### config.mk
export PLATFORM = sky130hd
export DESIGN_NAME = process_relocator
export DESIGN_NICKNAME = d
export VERILOG_FILES = /design/src/rtl/process_relocator.sv
export SDC_FILE = /design/constraint.sdc
export NUM_CORES = 1
export LEC_CHECK = 0
export ABC_AREA = 1
export CORE_ASPECT_RATIO = 1.4
export CORE_MARGIN = 2
export CORE_UTILIZATION = 55
export DETAILED_ROUTE_END_ITERATION = 10
export GPL_TIMING_DRIVEN = 0
export PLACE_DENSITY = 0.76
export SLEW_MARGIN = 5
export SYNTH_ARGS = -nofsm -noshare
export SYNTH_HDL_FRONTEND = slang
export SYNTH_SLANG_ARGS = --single-unit
### constraint.sdc
create_clock -name i_clk -period 10.9 [get_ports i_clk]
set_input_delay 3.27 -clock i_clk [delete_from_list [all_inputs] [get_ports i_clk]]
set_output_delay 3.27 -clock i_clk [all_outputs]
set_load 0.01 [all_outputs]
### src/rtl/process_relocator.sv
// rtl/process_relocator.sv - process table, context-switch FSM and load/store immediate relocation
module process_relocator #(
  parameter int IMM_W     = 16,
  parameter int ADDR_W    = 32,
  parameter int NPROC     = 4,
  parameter int PID_W     = 2,
  parameter int DATA_BIAS = 16
) (
  input  logic              i_clk,
  input  logic              i_reset,
  input  logic              i_cfg_we,
  input  logic [PID_W-1:0]  i_cfg_pid,
  input  logic [ADDR_W-1:0] i_Read_Data1,
  input  logic [ADDR_W-1:0] i_Read_Data2,
  input  logic [IMM_W-1:0]  i_cfg_limit,
  input  logic              i_interruptionProcess,
  input  logic [PID_W-1:0]  i_switch_pid,
  input  logic              i_MemRead,
  input  logic              i_MemWrite,
  input  logic [IMM_W-1:0]  i_instruction_imm,
  input  logic              i_fault_clear,
  output logic [IMM_W-1:0]  o_immediate,
  output logic [ADDR_W-1:0] o_Base_addr,
  output logic [PID_W-1:0]  o_cur_pid,
  output logic              o_switch_busy,
  output logic              o_switch_done,
  output logic              o_fault,
  output logic [1:0]        o_fault_code
);

  typedef enum logic [1:0] {S_IDLE, S_LOAD, S_DONE} state_t;

  state_t r_state, w_next;

  logic              r_valid [NPROC];
  logic [ADDR_W-1:0] r_base  [NPROC];
  logic [ADDR_W-1:0] r_mem   [NPROC];
  logic [IMM_W-1:0]  r_limit [NPROC];

  logic [ADDR_W-1:0] r_act_base, r_act_mem;
  logic [IMM_W-1:0]  r_act_limit;
  logic [PID_W-1:0]  r_cur_pid, r_sw_pid;
  logic [IMM_W-1:0]  r_imm;
  logic              r_fault;
  logic [1:0]        r_fault_code;

  logic              w_sel_valid;
  logic [ADDR_W-1:0] w_sel_base, w_sel_mem;
  logic [IMM_W-1:0]  w_sel_limit;
  logic              w_reloc, w_bounds, w_load_ok, w_pid_fault;
  logic [1:0]        w_new_fault;
  logic              w_unused_mem;

  // A captured pid at or beyond NPROC matches no entry and so reads as invalid.
  always_comb begin
    w_sel_valid = 1'b0;
    w_sel_base  = '0;
    w_sel_mem   = '0;
    w_sel_limit = '0;
    for (int i = 0; i < NPROC; i++) begin
      if (r_sw_pid == PID_W'(i)) begin
        w_sel_valid = r_valid[i];
        w_sel_base  = r_base[i];
        w_sel_mem   = r_mem[i];
        w_sel_limit = r_limit[i];
      end
    end
  end

  assign w_reloc      = (i_MemRead | i_MemWrite) && (r_state == S_IDLE);
  assign w_bounds     = w_reloc && (r_act_limit != '0) && (i_instruction_imm >= r_act_limit);
  assign w_load_ok    = (r_state == S_LOAD) && w_sel_valid;
  assign w_pid_fault  = (r_state == S_LOAD) && !w_sel_valid;
  assign w_new_fault  = {w_pid_fault, w_bounds};
  assign w_unused_mem = ^r_act_mem;

  always_comb begin
    w_next        = r_state;
    o_switch_busy = (r_state != S_IDLE);
    o_switch_done = 1'b0;
    case (r_state)
      S_IDLE: if (i_interruptionProcess) w_next = S_LOAD;
      S_LOAD: w_next = w_load_ok ? S_DONE : S_IDLE;
      S_DONE: begin
        o_switch_done = 1'b1;
        w_next        = S_IDLE;
      end
      default: w_next = S_IDLE;
    endcase
  end

  always_ff @(posedge i_clk) begin
    if (i_reset) r_state <= S_IDLE;
    else         r_state <= w_next;
  end

  // Table writes land at the same edge the request is captured, so LOAD sees them.
  always_ff @(posedge i_clk) begin
    if (i_reset) begin
      for (int i = 0; i < NPROC; i++) begin
        r_valid[i] <= (i == 0);
        r_base[i]  <= '0;
        r_mem[i]   <= '0;
        r_limit[i] <= '0;
      end
      r_sw_pid <= '0;
    end else begin
      for (int i = 0; i < NPROC; i++) begin
        if (i_cfg_we && (i_cfg_pid == PID_W'(i))) begin
          r_valid[i] <= 1'b1;
          r_base[i]  <= i_Read_Data1;
          r_mem[i]   <= i_Read_Data2 + ADDR_W'(DATA_BIAS);
          r_limit[i] <= i_cfg_limit;
        end
      end
      if ((r_state == S_IDLE) && i_interruptionProcess) r_sw_pid <= i_switch_pid;
    end
  end

  always_ff @(posedge i_clk) begin
    if (i_reset) begin
      r_act_base  <= '0;
      r_act_mem   <= '0;
      r_act_limit <= '0;
      r_cur_pid   <= '0;
    end else if (w_load_ok) begin
      r_act_base  <= w_sel_base;
      r_act_mem   <= w_sel_mem;
      r_act_limit <= w_sel_limit;
      r_cur_pid   <= r_sw_pid;
    end
  end

  always_ff @(posedge i_clk) begin
    if (i_reset) begin
      r_imm        <= '0;
      r_fault      <= 1'b0;
      r_fault_code <= 2'b00;
    end else begin
      r_imm <= w_reloc ? (i_instruction_imm + r_act_mem[IMM_W-1:0]) : i_instruction_imm;
      if (w_new_fault != 2'b00) begin
        r_fault      <= 1'b1;
        r_fault_code <= (i_fault_clear ? 2'b00 : r_fault_code) | w_new_fault;
      end else if (i_fault_clear) begin
        r_fault      <= 1'b0;
        r_fault_code <= 2'b00;
      end
    end
  end

  assign o_immediate  = r_imm;
  assign o_Base_addr  = r_act_base;
  assign o_cur_pid    = r_cur_pid;
  assign o_fault      = r_fault;
  assign o_fault_code = r_fault_code;

endmodule

== Word level (Yosys, flattened, before mapping) ==
Memory sizes are Yosys's and may differ from the RTL's.
Cells that the tools add are included.
Word-level totals
  bits in registers: 89
  RAM bits: 324
  bits of input ports: 107
  output and inout port bits: 55
  word-level logic and storage cells: 116
  memories: 4
Memory list
  r_base: depth 4, width 32, rd ports 4, clocked after Yosys merged registers in 0, wr ports 4, line 36  | logic [ADDR_W-1:0] r_base [NPROC];
  r_mem: depth 4, width 32, rd ports 4, clocked after Yosys merged registers in 0, wr ports 4, line 37  | logic [ADDR_W-1:0] r_mem [NPROC];
  r_limit: depth 4, width 16, rd ports 4, clocked after Yosys merged registers in 0, wr ports 4, line 38  | logic [IMM_W-1:0] r_limit [NPROC];
  r_valid: depth 4, width 1, rd ports 4, clocked after Yosys merged registers in 0, wr ports 4, line 35  | logic r_valid [NPROC];
Cells by class
  add/subtract/negate cells: 2
  $lt $le $gt $ge: 1
  equal/unequal tests: 9
  mux-type cells: 55
  bitwise gates (word level): 18
  reduce and logical (&&, ||, !) cells: 18
Operator list (count)
  2-to-1 mux 32 bit: 12
  2-to-1 mux 16 bit: 13
  adder 32 x 5 -> 32 bit (second input constant): 1
  2-to-1 mux 1 bit: 25
  bitwise OR 1 bit: 17
  adder 16 bit: 1
  greater-or-equal comparator 16 bit: 1
  nonzero test 16 bit: 1
  equality test 2 bit (second input constant): 5
  logical AND 1 bit: 10
  2-to-1 mux 2 bit: 4
  equality test 2 x 1 -> 1 bit (second input constant): 3
  zero test 2 bit: 3
  nonzero test 2 bit: 3
  one-hot mux 2 bit (2 select lines): 1
  inequality test 2 bit (second input constant): 1
  bitwise OR 2 bit: 1
  zero test 1 bit: 1

== Logic depth before layout (Yosys ltp) ==
Gate-level depths: netlist (run 1).
  depth in word-level cells: 9
  mapped depth: 13
  mapped depth without buffers: 13

== Least setup slack after synthesis (run 1) ==
Ideal clock, no wire load.
  path type: input to register
  from: input i_cfg_we
  to: memory r_valid[0]
  setup time: 0.087 ns
  arrival: 8.605 ns
  required time: 10.813 ns
  path slack: 2.208 ns
  cell stages on the path: 3
  buffers on the path: 0
  path through: inv_1 -> o31ai_1 -> or2_2
RTL lines
  from (decl): line 11  | input logic i_cfg_we,
  to (decl): line 35

==> results of run 1 <==
[power by group through the flow]
stage	clock (W)	combinational [W]	sequential, W
6_report	0.00119	0.000388	0.00155
5_1_grt	0.00125	0.000423	0.00156
4_1_cts	0.00120	0.000386	0.00155
3_5_place_dp	0	0.000382	0.00158
3_3_place_gp	0	0.000367	0.00158
2_1_floorplan	0	0.000203	0.00158
[metal layers]
metal  vias up  wire (microns)  share of wire  global-route usage
met2       588           21200           0.51               0.507
met5         -               0              0                   0
met1      5719           14900           0.36               0.329
met3       156            2880          0.070              0.0398
li1       5661               -              -                   -
met4         0            2420          0.058               0.158
[per-stage QoR]
step	hold WS, ns	utilization	worst slack [ns]	area (sq um)
after floorplan	0.417	-	2.21	15200
after CTS	0.462	0.672	5.21	18400
after global routing	0.495	0.672	5.11	18400
final	0.458	0.672	5.15	18400
after global placement	0.427	0.625	-2.14	17100
after detailed placement	0.446	0.631	4.70	17300
[final timing paths]
path                                 start                   endpoint  slack (ns)  cells past startpoint
hold / removal          r_valid[0]$_DFF_P_         r_valid[0]$_DFF_P_        0.46                      1
hold reg to reg         r_valid[0]$_DFF_P_         r_valid[0]$_DFF_P_        0.46                      1
setup reg to reg  r_sw_pid[0]$_SDFFE_PP0P_  r_act_mem[2]$_SDFFE_PP0P_        8.54                      6
setup / recovery                   i_reset  r_mem[3][2]$_SDFFCE_PN0P_        5.15                      7
[critical path: cells and delay by family]
family,cells,cell delay [ns]
buffers and inverters,6,2.23
AND/OR/NAND/NOR,1,0.47
[synth_stat cells, drive strengths merged (6+ instances only)]
library cell / count
a21oi: 32
buf: 27
clkbuf: 60
dfxtp: 92
edfxtp: 257
ha: 32
inv: 121
nand2: 214
nand3: 159
nand4: 10
nor2: 310
nor3: 6
o21ai: 211
xnor2: 7
xor2: 9
[cells by family after synthesis]
kind of cell               after synthesis
DFF                                    349
xor gates and xnor gates                16
buffers and inverters                  208
and+or+nand+nor                        705
adders and majority gates               33
AOI/OAI and AO/OA                      254
[layout make-up]
cell class / instances / area [sq um]
Buffer: 87 / 394
Antenna cell: 1 / 2.50
Tap cell: 370 / 463
Clock buffer: 44 / 918
Clock inverter: 17 / 208
Fill cell: 2185 / 8980
Inverter: 121 / 454
Multi-Input combinational cell: 1008 / 4820
Sequential cell: 349 / 9560
Timing Repair Buffer: 153 / 1590
[flip-flops by register name (all words and copies together), names as in the netlist]
register / flops
o_fault: 1
r_state: 2
r_act_mem: 16
o_immediate: 16
r_act_limit: 16
r_valid: 4
o_cur_pid: 2
o_Base_addr: 32
r_sw_pid: 2
r_base: 128
r_mem: 64
r_limit: 64
o_fault_code: 2
==> flow_metrics.py, run 1 <==
metrics = {
    "run_status": {
        "status": "completed",
    },
    "logic_synthesis": {
        "ys_dominant_reg_cell": "edfxtp_1",
        "syn_nets": 1705,
        "syn_inst": 1565,
        "synth-seq-cells": 349,
        "yosys-top-cells-area": "edfxtp_1, dfxtp_1, nor2_1, nand2_1, nand3_1",
        "synthSimpleGateAreaFrac": 0.190,
        "yosysSeqAreaShare": 0.629,
        "yosys_warnings": 0,
        "synthXorXnorAreaFrac": 0.00922,
        "synth.largest_area_cell": "edfxtp_1",
        "yosysTopAreaCellShare": 0.508,
        "async_reset_ff_frac": 0,
        "synth_top_family_by_area": "simple AND/OR/NAND/NOR gates",
        "post_synth_instance_area_sq_mm": 0.0152,
        "synthMuxAreaShare": 0,
        "synth_edf_count": 257,
        "share_of_the_synthesized_area_in_compound_gates_ao_oa_aoi_oai": 0.0883,
        "ys_types": 35,
        "synthesized_area_per_cell_sq_um": 9.71,
        "synth_adder_area_share": 0.0277,
    },
    "floorplanning": {
        "fp.dieH_microns": 201,
        "initial_core_utilization": 0.555,
        "die-area_sq_mm": 0.0290,
        "core_area_sq_mm": 0.0274,
        "row_count": 72,
        "floorplan.die.width_microns": 145,
        "top_level_ports": 162,
    },
    "timing": {
        "slew_viol_final": 0,
        "slew_headroom": 0.494,
        "final.setup_skew_ns": 0.0238,
        "final.setup.tns_ns": 0,
        "worst_slew_pin_slew_ns": 0.759,
        "timing.fmax_ghz": 0.174,
        "final.min_clock_period_ns": 5.75,
        "hold_viol_final": 0,
        "finalSetupViolCount": 0,
        "finalCritPeriodShare": 0.527,
        "rsz0062_at_grt": "false",
    },
    "clock_tree": {
        "cts.root.buffer_cell": "clkbuf_16",
        "clkTransAtPathRegs_ns": 0.06,
        "htree_levels": 2,
        "cts_made_buffers": 34,
        "max-clock-path-buffers": 3,
        "cts.sinks": 349,
        "post_cts_buffers": 0,
        "holdBufCountCts": 0,
        "cts_tree": "yes",
        "clock_insertion_delay_worst_skew_ns": 0.52,
        "ctsResizeCount": 0,
    },
    "setup_path": {
        "worstSetupEndpointType": "register",
        "cp_slowest_cell": "clkbuf_1",
        "worst-setup-path-type": "in2reg",
        "largest_incremental_delay_on_the_critical_path_ns": 0.55,
        "setup.worst_path.start_class": "input pin",
        "cp.required_ns": 11.14,
        "worst-path-max-fanout": 33,
        "crit_path_frequent_cell": "clkbuf_1",
        "timing.critical_path.cells": "clkdlybuf4s50_1 -> buf_2 -> inv_2 -> clkbuf_1 -> clkbuf_1 -> nand2_4 -> buf_12",
        "crit_arrival_ns": 5.99,
    },
    "power": {
        "total_switching_power_w": 0.000774,
        "p_seq_frac": 0.495,
        "clock_power_share": 0.381,
        "power.total_w": 0.00313,
        "static-leakage-power_nw": 7.28,
        "irDropWorstVdd_mv": 0.120,
        "comb_power_share": 0.124,
        "switching_share": 0.247,
        "power.density_mw_per_mm2": 170,
        "internal_power_w": 0.00236,
    },
    "global_routing": {
        "first_pass_grt_wire_length_mm": 63.3,
        "grt_start_max_net_pins": 37,
        "grt_antenna_before_repair": 0,
        "total_global_routing_overflow": 0,
        "groute.usage.overall": 0.286,
        "first_global_vias": 12200,
    },
    "finish": {
        "post_layout_nonfiller_instances": 2150,
        "most-common-layout-cells": "nor2_1, edfxtp_1, nand2_1, nand3_1, o21ai_0",
        "synthToLayoutAreaGrowth_pct": 21.1,
        "final_common_cell": "nor2_1",
        "nNetsFinal": 1894,
        "drive_above_1_share": 0.0562,
    },
    "route": {
        "drtPass1Iterations": 7,
        "drc_errors": 0,
        "avgRoutedWirePerCell_microns": 19.2,
        "viasPerCell": 5.64,
        "ant_nets": 0,
        "postRouteWirelength_mm": 41.4,
        "initialDrtViolationCount": 1025,
        "detailroute.via_count": 12100,
    },
    "placed_design": {
        "port_buffers": 145,
        "place.detailed.hpwl_mm": 28.4,
        "numPlacedInstances": 2088,
        "place.gp.congestion": 0.902,
    },
    "hold_path": {
        "timing.hold.worst.class": "reg2reg",
    },
    "job": {
        "count_of_max_cap_constraint_violations": 0,
    },
}
Power figures use the tool's default switching activity.
==> run 2: changes to the inputs <==
Settings changed: CORE_UTILIZATION 55 to 51, PLACE_DENSITY 0.76 to 0.74.
Clock period 10.9 ns to 4.9 ns, I/O delays scaled along.
==> run 2 against run 1 <==
  * Critical path depth stayed put
  * First-iteration DRC count down 26%
  * Total power is 120% higher
  * Die area up 7.7%
  * Register-to-register slack got worse by 6.0 ns
  * Sequential power rose by 120%
  * Hold slack better by 0.0017 ns
  * Final area grew 0.36%
  * Clock power is 130% higher
  * Sequential share of layout area shrank 0.19 points
  * Sequential cell count is the same
  * Largest cell class unchanged
  * Largest power group unchanged
==> flow_metrics.py, run 2 (same netlist as run 1, synthesis figures left out) <==
metrics = {
    "floorplanning": {
        "floorplan.die.width_microns": 150,
        "die-area_sq_mm": 0.0312,
        "top_level_ports": 162,
        "core_area_sq_mm": 0.0293,
        "row_count": 74,
        "fp.dieH_microns": 208,
        "initial_core_utilization": 0.520,
    },
    "timing": {
        "slew_headroom": 0.459,
        "rsz0062_at_grt": "false",
        "post-route-worst-setup-slack_ns": 0.985,
        "finalSetupViolCount": 0,
        "final.setup_skew_ns": 0.0145,
        "finalCritPeriodShare": 0.799,
        "hold_slack_final_ns": 0.460,
        "worst_slew_pin_slew_ns": 0.812,
        "timing.fmax_ghz": 0.255,
        "slew_viol_final": 0,
        "hold_viol_final": 0,
        "final.min_clock_period_ns": 3.91,
    },
    "global_routing": {
        "grt_antenna_before_repair": 0,
        "first_pass_grt_wire_length_mm": 63.0,
        "groute.usage.overall": 0.264,
        "total_global_routing_overflow": 0,
        "grt_start_max_net_pins": 55,
        "first_global_vias": 12000,
    },
    "finish": {
        "most-common-layout-cells": "nor2_1, edfxtp_1, nand2_1, nand3_1, o21ai_0",
        "nNetsFinal": 1893,
        "synthToLayoutAreaGrowth_pct": 21.5,
        "n_fill_cell": 2328,
        "antennaDiodeCount": 0,
        "final_design_area_no_fill_sq_mm": 0.0185,
        "largest_registers": "r_base x128, r_limit x64, r_mem x64",
        "drive_above_1_share": 0.0562,
        "final_common_cell": "nor2_1",
        "number_of_flip_flops_in_the_largest_register": 128,
        "max_flop_register": "r_base",
    },
    "setup_path": {
        "regToRegEndpoint": "r_act_limit[14]$_SDFFE_PP0P_",
        "cp.required_ns": 5.14,
        "worst-path-max-fanout": 47,
        "worst-setup-path-type": "in2reg",
        "crit_arrival_ns": 4.16,
        "worstSetupEndpointType": "register",
        "setup.worst_path.start_class": "input pin",
        "reg2regPathDepth": 6,
        "ff2ff_setup_slack_ns": 2.52,
        "crit-reg2reg-launch": "r_sw_pid[0]$_SDFFE_PP0P_",
    },
    "placed_design": {
        "place.detailed.hpwl_mm": 28.3,
        "place_worst_setup_slack_ns": 0.534,
        "postPlaceCellArea_sq_mm": 0.0173,
        "port_buffers": 145,
        "place.gp.congestion": 0.921,
    },
    "route": {
        "drc_errors": 0,
        "drtPass1Iterations": 5,
        "detailroute.via_count": 11800,
        "ant_nets": 0,
        "viasPerCell": 5.49,
        "avgRoutedWirePerCell_microns": 19.0,
        "initialDrtViolationCount": 754,
        "postRouteWirelength_mm": 41.1,
    },
    "clock_tree": {
        "htree_levels": 2,
        "clkTransAtPathRegs_ns": 0.06,
        "post_cts_buffers": 0,
        "ctsResizeCount": 0,
        "clock_insertion_delay_worst_skew_ns": 0.52,
        "holdBufCountCts": 0,
        "cts_made_buffers": 34,
        "cts.root.buffer_cell": "clkbuf_16",
        "cts_tree": "yes",
        "max-clock-path-buffers": 3,
        "cts.sinks": 349,
    },
    "power": {
        "static-leakage-power_nw": 7.30,
        "power.density_mw_per_mm2": 381,
        "irDropWorstVdd_mv": 0.248,
        "power.total_w": 0.00703,
    },
    "run_status": {
        "status": "completed",
    },
    "hold_path": {
        "timing.hold.worst.class": "reg2reg",
        "worst_hold_path.num_cells": 2,
        "hold_end": "r_valid[1]$_DFF_P_",
        "hold_path.startpoint": "r_valid[1]$_DFF_P_",
    },
    "job": {
        "count_of_max_cap_constraint_violations": 0,
    },
}
## run 2: changes by cell type in the layout (fill, tap and decap cells not counted), sizes merged
cell      delta
clkinvlp     +1
buf          -1
clkbuf       +6
diode        -1
bufinv       -1
inv          -4
clkinv       -1
## run 2: worst max-delay path, cell delays in order
cell and delay [ns]:
clkdlybuf4s50_1 0.45, buf_2 0.23, inv_2 0.23, clkbuf_1 0.47
clkbuf_1 0.60, nand2_4 0.34, buf_16 0.33
## run 2: area by class of cell
cell class	count	area, sq um	share of cell area
buffer	87	394	0.0213
multi-input combinational	1008	4820	0.261
clock inverter	12	135	0.00731
inverter	121	454	0.0246
timing repair buffer	152	1600	0.0866
clock buffer	50	1030	0.0560
sequential	349	9560	0.517
tap	380	475	0.0257
## run 2: how the worst max path moves through the flow
stage | from | endpoint | slack, ns | cells after the start
global placement | i_cfg_we | r_valid[0]$_DFF_P_ | -2.72 | 4
global route | i_reset | r_base[3][0]$_SDFFCE_PN0P_ | 0.89 | 7
detailed placement | i_reset | r_base[3][4]$_SDFFCE_PN0P_ | 0.53 | 7
finish | i_reset | r_base[3][15]$_SDFFCE_PN0P_ | 0.99 | 7
CTS | i_reset | r_mem[3][6]$_SDFFCE_PN0P_ | 1.06 | 7
floorplan | i_cfg_we | r_base[0][0]$_SDFFCE_PN0P_ | 0.06 | 2
## run 2: routing by layer
layer  global-route usage  wire, microns  share of wire
met5                    0              0              0
met3               0.0316           2710          0.066
met1                0.296          14800           0.36
met2                0.481          21500           0.52
met4                0.142           2060          0.050
## run 2: per-stage QoR
step                      utilization  cells  setup TNS, ns
after global placement          0.586   2090        -267.78
after global routing            0.631   2159              0
after CTS                       0.631   2159              0
final                           0.631   2159              0
after detailed placement        0.591   2097              0
after floorplan                     -   1565              0
## run 2: power breakdown
part / internal, W / switching (W) / total, W
Clock: 0.00163 / 0.00110 / 0.00272
Combinational: 0.000315 / 0.000543 / 0.000859
Sequential: 0.00338 / 0.0000667 / 0.00345
